===== config.mk =====
export PLATFORM = sky130hd
export DESIGN_NAME = bp_row_processor
export DESIGN_NICKNAME = d
export VERILOG_FILES = /design/src/rtl/bp_pkg.sv /design/src/rtl/bp_two_min_tracker.sv /design/src/rtl/bp_row_processor.sv
export SDC_FILE = /design/constraint.sdc
export NUM_CORES = 1
export LEC_CHECK = 0
export ABC_AREA = 1
export CAP_MARGIN = 15
export CORE_MARGIN = 4
export CORE_UTILIZATION = 36
export CTS_CLUSTER_DIAMETER = 200
export DETAILED_ROUTE_END_ITERATION = 10
export MAX_ROUTING_LAYER = met4
export PLACE_DENSITY_LB_ADDON = 0.3
export REMOVE_ABC_BUFFERS = 1
export SETUP_SLACK_MARGIN = 0.05
export SYNTH_ARGS = -nofsm -noshare
export SYNTH_HDL_FRONTEND = slang
export SYNTH_SLANG_ARGS = --single-unit

===== constraint.sdc =====
create_clock -name clk -period 3.29 [get_ports clk]
set_clock_uncertainty 0.05 [all_clocks]
set_input_delay 0.658 -clock clk [delete_from_list [all_inputs] [get_ports clk]]
set_output_delay 0.658 -clock clk [all_outputs]
set_load 0.05 [all_outputs]

===== src/rtl/bp_pkg.sv =====
// Shared constants, FSM state type and LLR magnitude helper for the
// belief-propagation check-node datapath.
package bp_pkg;

  localparam int N_COLS = 6;
  localparam int LLR_W  = 8;
  localparam int IDX_W  = 3;
  localparam int MAG_W  = LLR_W - 1;

  localparam logic [MAG_W-1:0] LLR_MAX = {MAG_W{1'b1}};

  typedef enum logic [1:0] {
    IDLE  = 2'd0,
    SCAN  = 2'd1,
    WRITE = 2'd2,
    DONE  = 2'd3
  } state_t;

  // Magnitude of a two's-complement LLR; the most negative code saturates to LLR_MAX
  // so every magnitude fits in LLR_W-1 bits and its negation never overflows.
  function automatic logic [MAG_W-1:0] abs_sat(input logic signed [LLR_W-1:0] x);
    logic signed [LLR_W-1:0] neg;
    neg = -x;
    if (x == {1'b1, {MAG_W{1'b0}}})
      return LLR_MAX;
    else if (x[LLR_W-1])
      return neg[MAG_W-1:0];
    else
      return x[MAG_W-1:0];
  endfunction

endpackage


===== src/rtl/bp_two_min_tracker.sv =====
// Running two-smallest-magnitude tracker with index of the smallest.
// Outputs already include the sample presented this cycle (when enabled).
module bp_two_min_tracker
  import bp_pkg::*;
(
  input  logic             clk,
  input  logic             rst_n,
  input  logic             clear,
  input  logic             enable,
  input  logic [MAG_W-1:0] value,
  input  logic [IDX_W-1:0] index,
  output logic [MAG_W-1:0] min1,
  output logic [MAG_W-1:0] min2,
  output logic [IDX_W-1:0] idx1
);

  logic [MAG_W-1:0] min1_q;
  logic [MAG_W-1:0] min2_q;
  logic [IDX_W-1:0] idx1_q;

  // Strict less-than keeps the earliest index on ties.
  always_comb begin
    min1 = min1_q;
    min2 = min2_q;
    idx1 = idx1_q;
    if (enable) begin
      if (value < min1_q) begin
        min2 = min1_q;
        min1 = value;
        idx1 = index;
      end else if (value < min2_q) begin
        min2 = value;
      end
    end
  end

  always_ff @(posedge clk or negedge rst_n) begin
    if (!rst_n) begin
      min1_q <= LLR_MAX;
      min2_q <= LLR_MAX;
      idx1_q <= '0;
    end else if (clear) begin
      min1_q <= LLR_MAX;
      min2_q <= LLR_MAX;
      idx1_q <= '0;
    end else begin
      min1_q <= min1;
      min2_q <= min2;
      idx1_q <= idx1;
    end
  end

endmodule


===== src/rtl/bp_row_processor.sv =====
// Min-sum check-node row processor: scans one row's V2C LLRs, then writes
// the C2V messages back column by column and raises a level done.
module bp_row_processor
  import bp_pkg::*;
(
  input  logic                    clk,
  input  logic                    rst_n,
  input  logic                    start,
  input  logic [N_COLS-1:0]       row_mask,
  output logic [IDX_W-1:0]        col_addr,
  input  logic signed [LLR_W-1:0] v2c_llr,
  output logic                    msg_we,
  output logic [IDX_W-1:0]        msg_addr,
  output logic signed [LLR_W-1:0] msg_data,
  output logic                    busy,
  output logic                    done
);

  function automatic logic signed [LLR_W-1:0] apply_sign(input logic s,
                                                         input logic [MAG_W-1:0] m);
    logic signed [LLR_W-1:0] mx;
    mx = {1'b0, m};
    return s ? -mx : mx;
  endfunction

  state_t              state;
  logic [IDX_W-1:0]    j;
  logic [N_COLS-1:0]   mask_q;
  logic [N_COLS-1:0]   signs_q;
  logic                sgn_q;

  logic                start_acc;
  logic                scan_en;
  logic                last;
  logic                sgn_nxt;
  logic [MAG_W-1:0]    mag;
  logic [MAG_W-1:0]    min1;
  logic [MAG_W-1:0]    min2;
  logic [IDX_W-1:0]    idx1;

  logic                wr_load_p0;
  logic [IDX_W-1:0]    wr_col_p0;
  logic [MAG_W-1:0]    wr_mag_p0;
  logic signed [LLR_W-1:0] wr_data_p0;

  assign start_acc = start && (state == IDLE || state == DONE);
  assign scan_en   = (state == SCAN) && mask_q[j];
  assign last      = (j == IDX_W'(N_COLS - 1));
  assign mag       = abs_sat(v2c_llr);
  assign sgn_nxt   = sgn_q ^ (scan_en & v2c_llr[LLR_W-1]);
  assign col_addr  = j;

  bp_two_min_tracker u_tracker (
    .clk    (clk),
    .rst_n  (rst_n),
    .clear  (start_acc),
    .enable (scan_en),
    .value  (mag),
    .index  (j),
    .min1   (min1),
    .min2   (min2),
    .idx1   (idx1)
  );

  // Message for column wr_col is formed one cycle ahead so that the registered
  // write appears in WRITE cycle j; column 0 is formed on the final SCAN cycle
  // from the tracker's look-through outputs, which already include column N_COLS-1.
  always_comb begin
    wr_load_p0 = ((state == SCAN) && last) || ((state == WRITE) && !last);
    wr_col_p0  = (state == SCAN) ? '0 : j + IDX_W'(1);
    wr_mag_p0  = (wr_col_p0 == idx1) ? min2 : min1;
    wr_data_p0 = apply_sign(sgn_nxt ^ signs_q[wr_col_p0], wr_mag_p0);
  end

  // ---- stage p1: registered FSM and write port ----
  always_ff @(posedge clk or negedge rst_n) begin
    if (!rst_n) begin
      state    <= IDLE;
      j        <= '0;
      mask_q   <= '0;
      signs_q  <= '0;
      sgn_q    <= 1'b0;
      msg_we   <= 1'b0;
      msg_addr <= '0;
      msg_data <= '0;
      busy     <= 1'b0;
      done     <= 1'b0;
    end else begin
      if (wr_load_p0) begin
        msg_we   <= mask_q[wr_col_p0];
        msg_addr <= wr_col_p0;
        msg_data <= wr_data_p0;
      end else begin
        msg_we   <= 1'b0;
      end

      case (state)
        IDLE, DONE: begin
          if (start) begin
            mask_q  <= row_mask;
            signs_q <= '0;
            sgn_q   <= 1'b0;
            j       <= '0;
            state   <= SCAN;
            busy    <= 1'b1;
            done    <= 1'b0;
          end
        end
        SCAN: begin
          sgn_q <= sgn_nxt;
          if (scan_en) signs_q[j] <= v2c_llr[LLR_W-1];
          if (last) begin
            j     <= '0;
            state <= WRITE;
          end else begin
            j <= j + IDX_W'(1);
          end
        end
        WRITE: begin
          if (last) begin
            j     <= '0;
            state <= DONE;
            busy  <= 1'b0;
            done  <= 1'b1;
          end else begin
            j <= j + IDX_W'(1);
          end
        end
        default: state <= IDLE;
      endcase
    end
  end

endmodule

# Yosys cells after proc, flatten, opt, wreduce, memory -nomap -nowiden
# Index checks and enable logic that the tools add are counted.
dict set report word_totals {
  regBits 49
  output_inout_bits 17
  in_bits 17
  wordCells 94
}
dict set report classes {
  add_sub_neg 3
  muxes 42
  reduce_logical 18
  n_eq_ne 10
  n_lt_le_gt_ge 5
  bitwise 3
}
# cell count
set ops {}
lappend ops {{two-way mux 7 bit} 10}
lappend ops {{two-way mux 3 bit} 6}
lappend ops {{less-than comparator 7 bit} 2}
lappend ops {{two-way mux 6 bit} 2}
lappend ops {{case mux 6 bit (2 select lines)} 1}
lappend ops {{binary-select mux 1 bit (select 3 bit)} 3}
lappend ops {{two-way mux 1 bit} 9}
lappend ops {{AND reduction 3 bit} 3}
lappend ops {{equality test 8 bit, second input constant} 1}
lappend ops {{less-than comparator 3 x 4 -> 1 bit, second input constant} 2}
lappend ops {{two-way mux 8 bit} 1}
lappend ops {{!= test 2 bit, second input constant} 4}
lappend ops {{negation 7 -> 8 bit} 1}
lappend ops {{negation 7 bit} 1}
lappend ops {{bitwise mux 6 bit} 1}
lappend ops {{two-way mux 2 bit} 3}
lappend ops {{case mux 1 bit (2 select lines)} 3}
lappend ops {{case mux 2 bit (3 select lines)} 1}
lappend ops {{case mux 3 bit (2 select lines)} 1}
lappend ops {{logical AND 1 bit} 5}
lappend ops {{equality test 2 bit, second input constant} 2}
lappend ops {{AND reduction 2 bit} 2}
lappend ops {{nonzero test 2 bit} 2}
lappend ops {{OR reduction 2 bit} 2}
lappend ops {{11 further kinds} 13}

# Depth between registers and ports, before layout
dict set report depth {
  ltp_word 10
  depth_mapped 29
}

# By module
# A second synthesis with hierarchy kept.
dict set report unflattened {
  cells_unflattened 518
  hier_area_um2 3709.8
}
# module instances area_each_um2 cells_each
set modules_own_cells {}
lappend modules_own_cells {bp_row_processor 1 2317.2 326}
lappend modules_own_cells {bp_two_min_tracker 1 1392.6 192}

# Least setup slack after synthesis
# OpenSTA, ideal clock, no wires.
dict set report synth_timing {
  path_kind {in2reg}
  from {input v2c_llr[0]}
  to {register msg_data[6]}
  arrival_ns 3.858
  slack_ns -0.736
  required_time_ns 3.122
  setup_time_ns 0.118
  path_buffers 1
  path_stages 26
  path_cell_list {inv_1 -> ha_1 -> nand2_1 -> o21ai_0 -> o21ai_0 -> a21oi_1 -> inv_1 -> ha_1 -> a21oi_1 -> nor2_1 -> a211oi_2 -> nand4_1 -> nand3_1 -> nand2_1 -> nand3_2 -> buf_6 -> nand2_1 -> o21ai_2 -> ha_1 -> inv_1 -> nor2_1 -> nand3_1 -> nand2_1 -> nand2_1 -> nand3_1 -> nand2_1}
}
dict set report synth_between {
  elab_chain_cells 10
}
# element line_no
set synth_lines {}
lappend synth_lines {{from (decl)} bp_row_processor.sv:11} ;# input logic signed [LLR_W-1:0] v2c_llr,
lappend synth_lines {{negation 7 bit} bp_pkg.sv:23} ;# neg = -x;
lappend synth_lines {{two-way mux 7 bit} bp_pkg.sv:26} ;# else if (x[LLR_W-1])
lappend synth_lines {{two-way mux 7 bit *} bp_pkg.sv:24} ;# if (x == {1'b1, {MAG_W{1'b0}}})
lappend synth_lines {{less-than comparator 7 bit (on tied branches)} {bp_two_min_tracker.sv:27, bp_two_min_tracker.sv:31}}
lappend synth_lines {{two-way mux 3 bit / two-way mux 7 bit (equally long branches)} {bp_two_min_tracker.sv:27, bp_two_min_tracker.sv:31}}
lappend synth_lines {{two-way mux 3 bit / two-way mux 7 bit (equally long branches)} {bp_two_min_tracker.sv:26, bp_two_min_tracker.sv:27}}
lappend synth_lines {{equality test 3 bit / two-way mux 7 bit (equally long branches)} {bp_row_processor.sv:71, bp_two_min_tracker.sv:26}}
lappend synth_lines {{two-way mux 7 bit *} bp_row_processor.sv:71} ;# wr_mag_p0 = (wr_col_p0 == idx1) ? min2 : min1;
lappend synth_lines {{negation 7 -> 8 bit} bp_row_processor.sv:23} ;# return s ? -mx : mx;
lappend synth_lines {{two-way mux 8 bit *} bp_row_processor.sv:23}
lappend synth_lines {{to (signal assigned)} bp_row_processor.sv:92} ;# msg_data <= wr_data_p0;
lappend synth_lines {{to (decl)} bp_row_processor.sv:14} ;# output logic signed [LLR_W-1:0] msg_data,
# Every way passes the cells marked *; elsewhere a longest branch is shown, timed or not.
# A chain may end at the register's enable or synchronous reset.

# Final worst setup path
# Ends and elaborated chain as after synthesis.

==> results.cfg <==
[worst_setup_path]
crit_slowest_cell = ha_4
crit_family = simple AND/OR/NAND/NOR gates
cp-end-kind = flop
r2r_slack_ns = 0.20
criticalPathCategory = in2reg
r2r_end = msg_data[2]
cp_num_buf_inv = 6
cp.arrival_ns = 3.62
required_ns = 3.45
cpPeakStageDelay_ns = 0.22
critPathLaunchType = input pin
reg2regPathDepth = 20
r2r-start = col_addr[0]
cp_max_fo = 6

[placed_design]
dp_hpwl_mm = 7.13
place.gp.congestion = 0.869
post-place-ws_ns = -1.21
portBuffers = 33

[detailed_routing]
first_pass_iters = 4
vias = 3577
drc = 0
wl_per_cell_um = 13.7
via_per_inst = 4.84
wl_mm = 10.1
drt_iter0_markers = 141
ant_nets = 0

[floorplan]
die_x_um = 106
die_area_um2 = 11200
pin_count = 34
core_area_um2 = 9280
die_y_um = 106
initial_core_util = 0.372
num_rows = 35

[sta]
grt_setup_unrepaired = true
finalWorstSetupSlack_ns = -0.170
fin_crit_ns = 3.46
fin_crit_sh = 1.05
setup_tns_ns = -0.689
max_freq_ghz = 0.289
relSlewSlack = 0.666
slew_viol_final = 0
report.final.hold_viol_count = 0
tightest_slew_ns = 0.499
whs_ns = 0.192
finalSetupViolCount = 7

[global_routing]
grt_pass1_vias = 3637
grt_pass1_wl_mm = 16.8
track_usage = 0.187
grt_overflow = 0
grt_start_max_net_pins = 19
antenna_found_initial = 0

[synth]
ys_seq_area_frac = 0.360
synth_fa_ha_area_frac = 0.0688
async_reset_ff_frac = 1.00
synth_xor_xnor_area_share = 0.0127
synth_seq_cells = 49
synth_top_area_frac = 0.254
synth_compound_area_frac = 0.122
synth-edff-count = 0
synth_top_area_cell = dfrtp_1
synth_area_per_cell_um2 = 7.26
ys_types = 37
syn-cell-area_um2 = 3450
synth_common_cells = nand2_1, inv_1, dfrtp_1
synthMuxAreaShare = 0
synth.area.top_cells = dfrtp_1, nand2_1, dfstp_2, inv_1, ha_1
synth_top_family_by_area = simple AND/OR/NAND/NOR gates
synth_simple_gate_area_frac = 0.335
synth_cells = 476
yosys_warnings = 0
synth.most_common_cell = nand2_1
synth_ff_type = dfrtp_1

[outcome]
status = complete, but fails checks
violations = negative setup slack

[power_and_ir_drop]
p_leak_nw = 2.63
power_w = 0.00585
ir_drop_v = 0.000570
powerDensity_nw_per_um2 = 1120

[layout]
antennaDiodeCount = 0
area.growth.synth_to_final_pct = 51.5
final_core_util = 0.564
drive_above_1_share = 0.408
finalNetCount = 645

[clocking]
cts_tree = yes
cts_buffers = 5
clk_latency_ns = 0.31
htree_num_levels = 2
cts-root-buf = clkbuf_8
clock_path_buffers = 2
cts.sinks = 49
cts-hold-fix-buffers = 0
cts.clk_slew.worst_paths_ns = 0.10

[worst_hold_path]
hp-class = in2async

[run]
max_cap_viol_count = 0
## layout make-up
type,count,area [um2]
Inverter,73,284
Timing Repair Buffer,138,1160
Clock buffer,6,82.6
Sequential cell,49,1240
Multi-Input combinational cell,342,2280
Tap cell,129,161
Fill cell,855,4050
Clock inverter,2,16.3
## metal layers
metal / track usage / up-vias / share of wire
met5: - / - / 0
met4: 0.0574 / 0 / 0.017
met3: 0.0237 / 18 / 0.027
met2: 0.318 / 65 / 0.51
met1: 0.234 / 1680 / 0.44
li1: - / 1814 / -
## worst max path at each step
stage,start,end,slack (ns),cells past startpoint
finish,v2c_llr[0],msg_data[6],-0.17,28
global route,v2c_llr[5],msg_data[6],-0.36,29
CTS,v2c_llr[1],msg_data[6],-0.15,28
detailed placement,v2c_llr[0],msg_data[6],-1.21,28
global placement,v2c_llr[0],msg_data[6],-1.11,28
floorplan,v2c_llr[0],msg_data[6],-1.00,25
## cells by family after synthesis
logic type | Yosys count
AOI/OAI and AO/OA | 74
xor gates and xnor gates | 5
adders and majority gates | 19
buffers and inverters | 85
DFF | 49
and+or+nand+nor | 244
## sequential cells by signal (all words and copies together) (netlist names)
name,cells
u_tracker.idx1_q,3
u_tracker.min2_q,7
msg_addr,3
sgn_q,1
u_tracker.min1_q,7
done,1
msg_we,1
state,2
signs_q,6
busy,1
mask_q,6
msg_data,8
col_addr,3
## worst register-to-register path: stages (launching register included)
cell and delay [ns]:
dfrtp_1 0.61, buf_4 0.23, nand2_1 0.05, nand2_1 0.07, nand3_1 0.08, nand2_2 0.10, nor2_4 0.05, nor2_8 0.26
nand3_4 0.21, nand2_2 0.12, nand3_2 0.08, nand2_4 0.09, nand3_4 0.10, buf_6 0.15, nand2_4 0.06, nand2_4 0.06
ha_4 0.17, buf_4 0.13, nor2_4 0.07, xor2_1 0.16, o21ai_1 0.07
## layout by cell type (no fill, tap or decap), types with 8 or more instances in the layout
master             n
buf_4             91
inv_2             15
nor2_1            17
buf_6             14
nand3_1           30
nand2_1          109
nand2_4           15
clkdlybuf4s50_1   24
dfrtp_1           35
ha_1               9
nor2_2             8
nand4_1           17
ha_4               9
o21ai_0           18
nand2_2           26
inv_1             55
o22ai_1           11
dfstp_2           14
a21oi_1           17
## stage by stage
| step | instance area [um2] | cells |
|---|---|---|
| global placement | 4440 | 703 |
| CTS | 4950 | 730 |
| finish | 5230 | 739 |
| floorplan | 3380 | 464 |
| global route | 5230 | 739 |
| detailed placement | 4440 | 703 |
## timing repair
action / CTS / global route
resized for setup: 106 / 55
pin swaps: 57 / 59
setup buffers: 19 / 9
endpoints found under the hold margin: 0 / 0
endpoints found under the setup margin: 21 / 10
## power breakdown
part	total [W]	internal, W	switching, W
registers	0.00109	0.000899	0.000189
clock network	0.000398	0.000174	0.000225
logic	0.00437	0.00184	0.00253
total	0.00585	0.00291	0.00294
(Power assumes the default switching activity.)
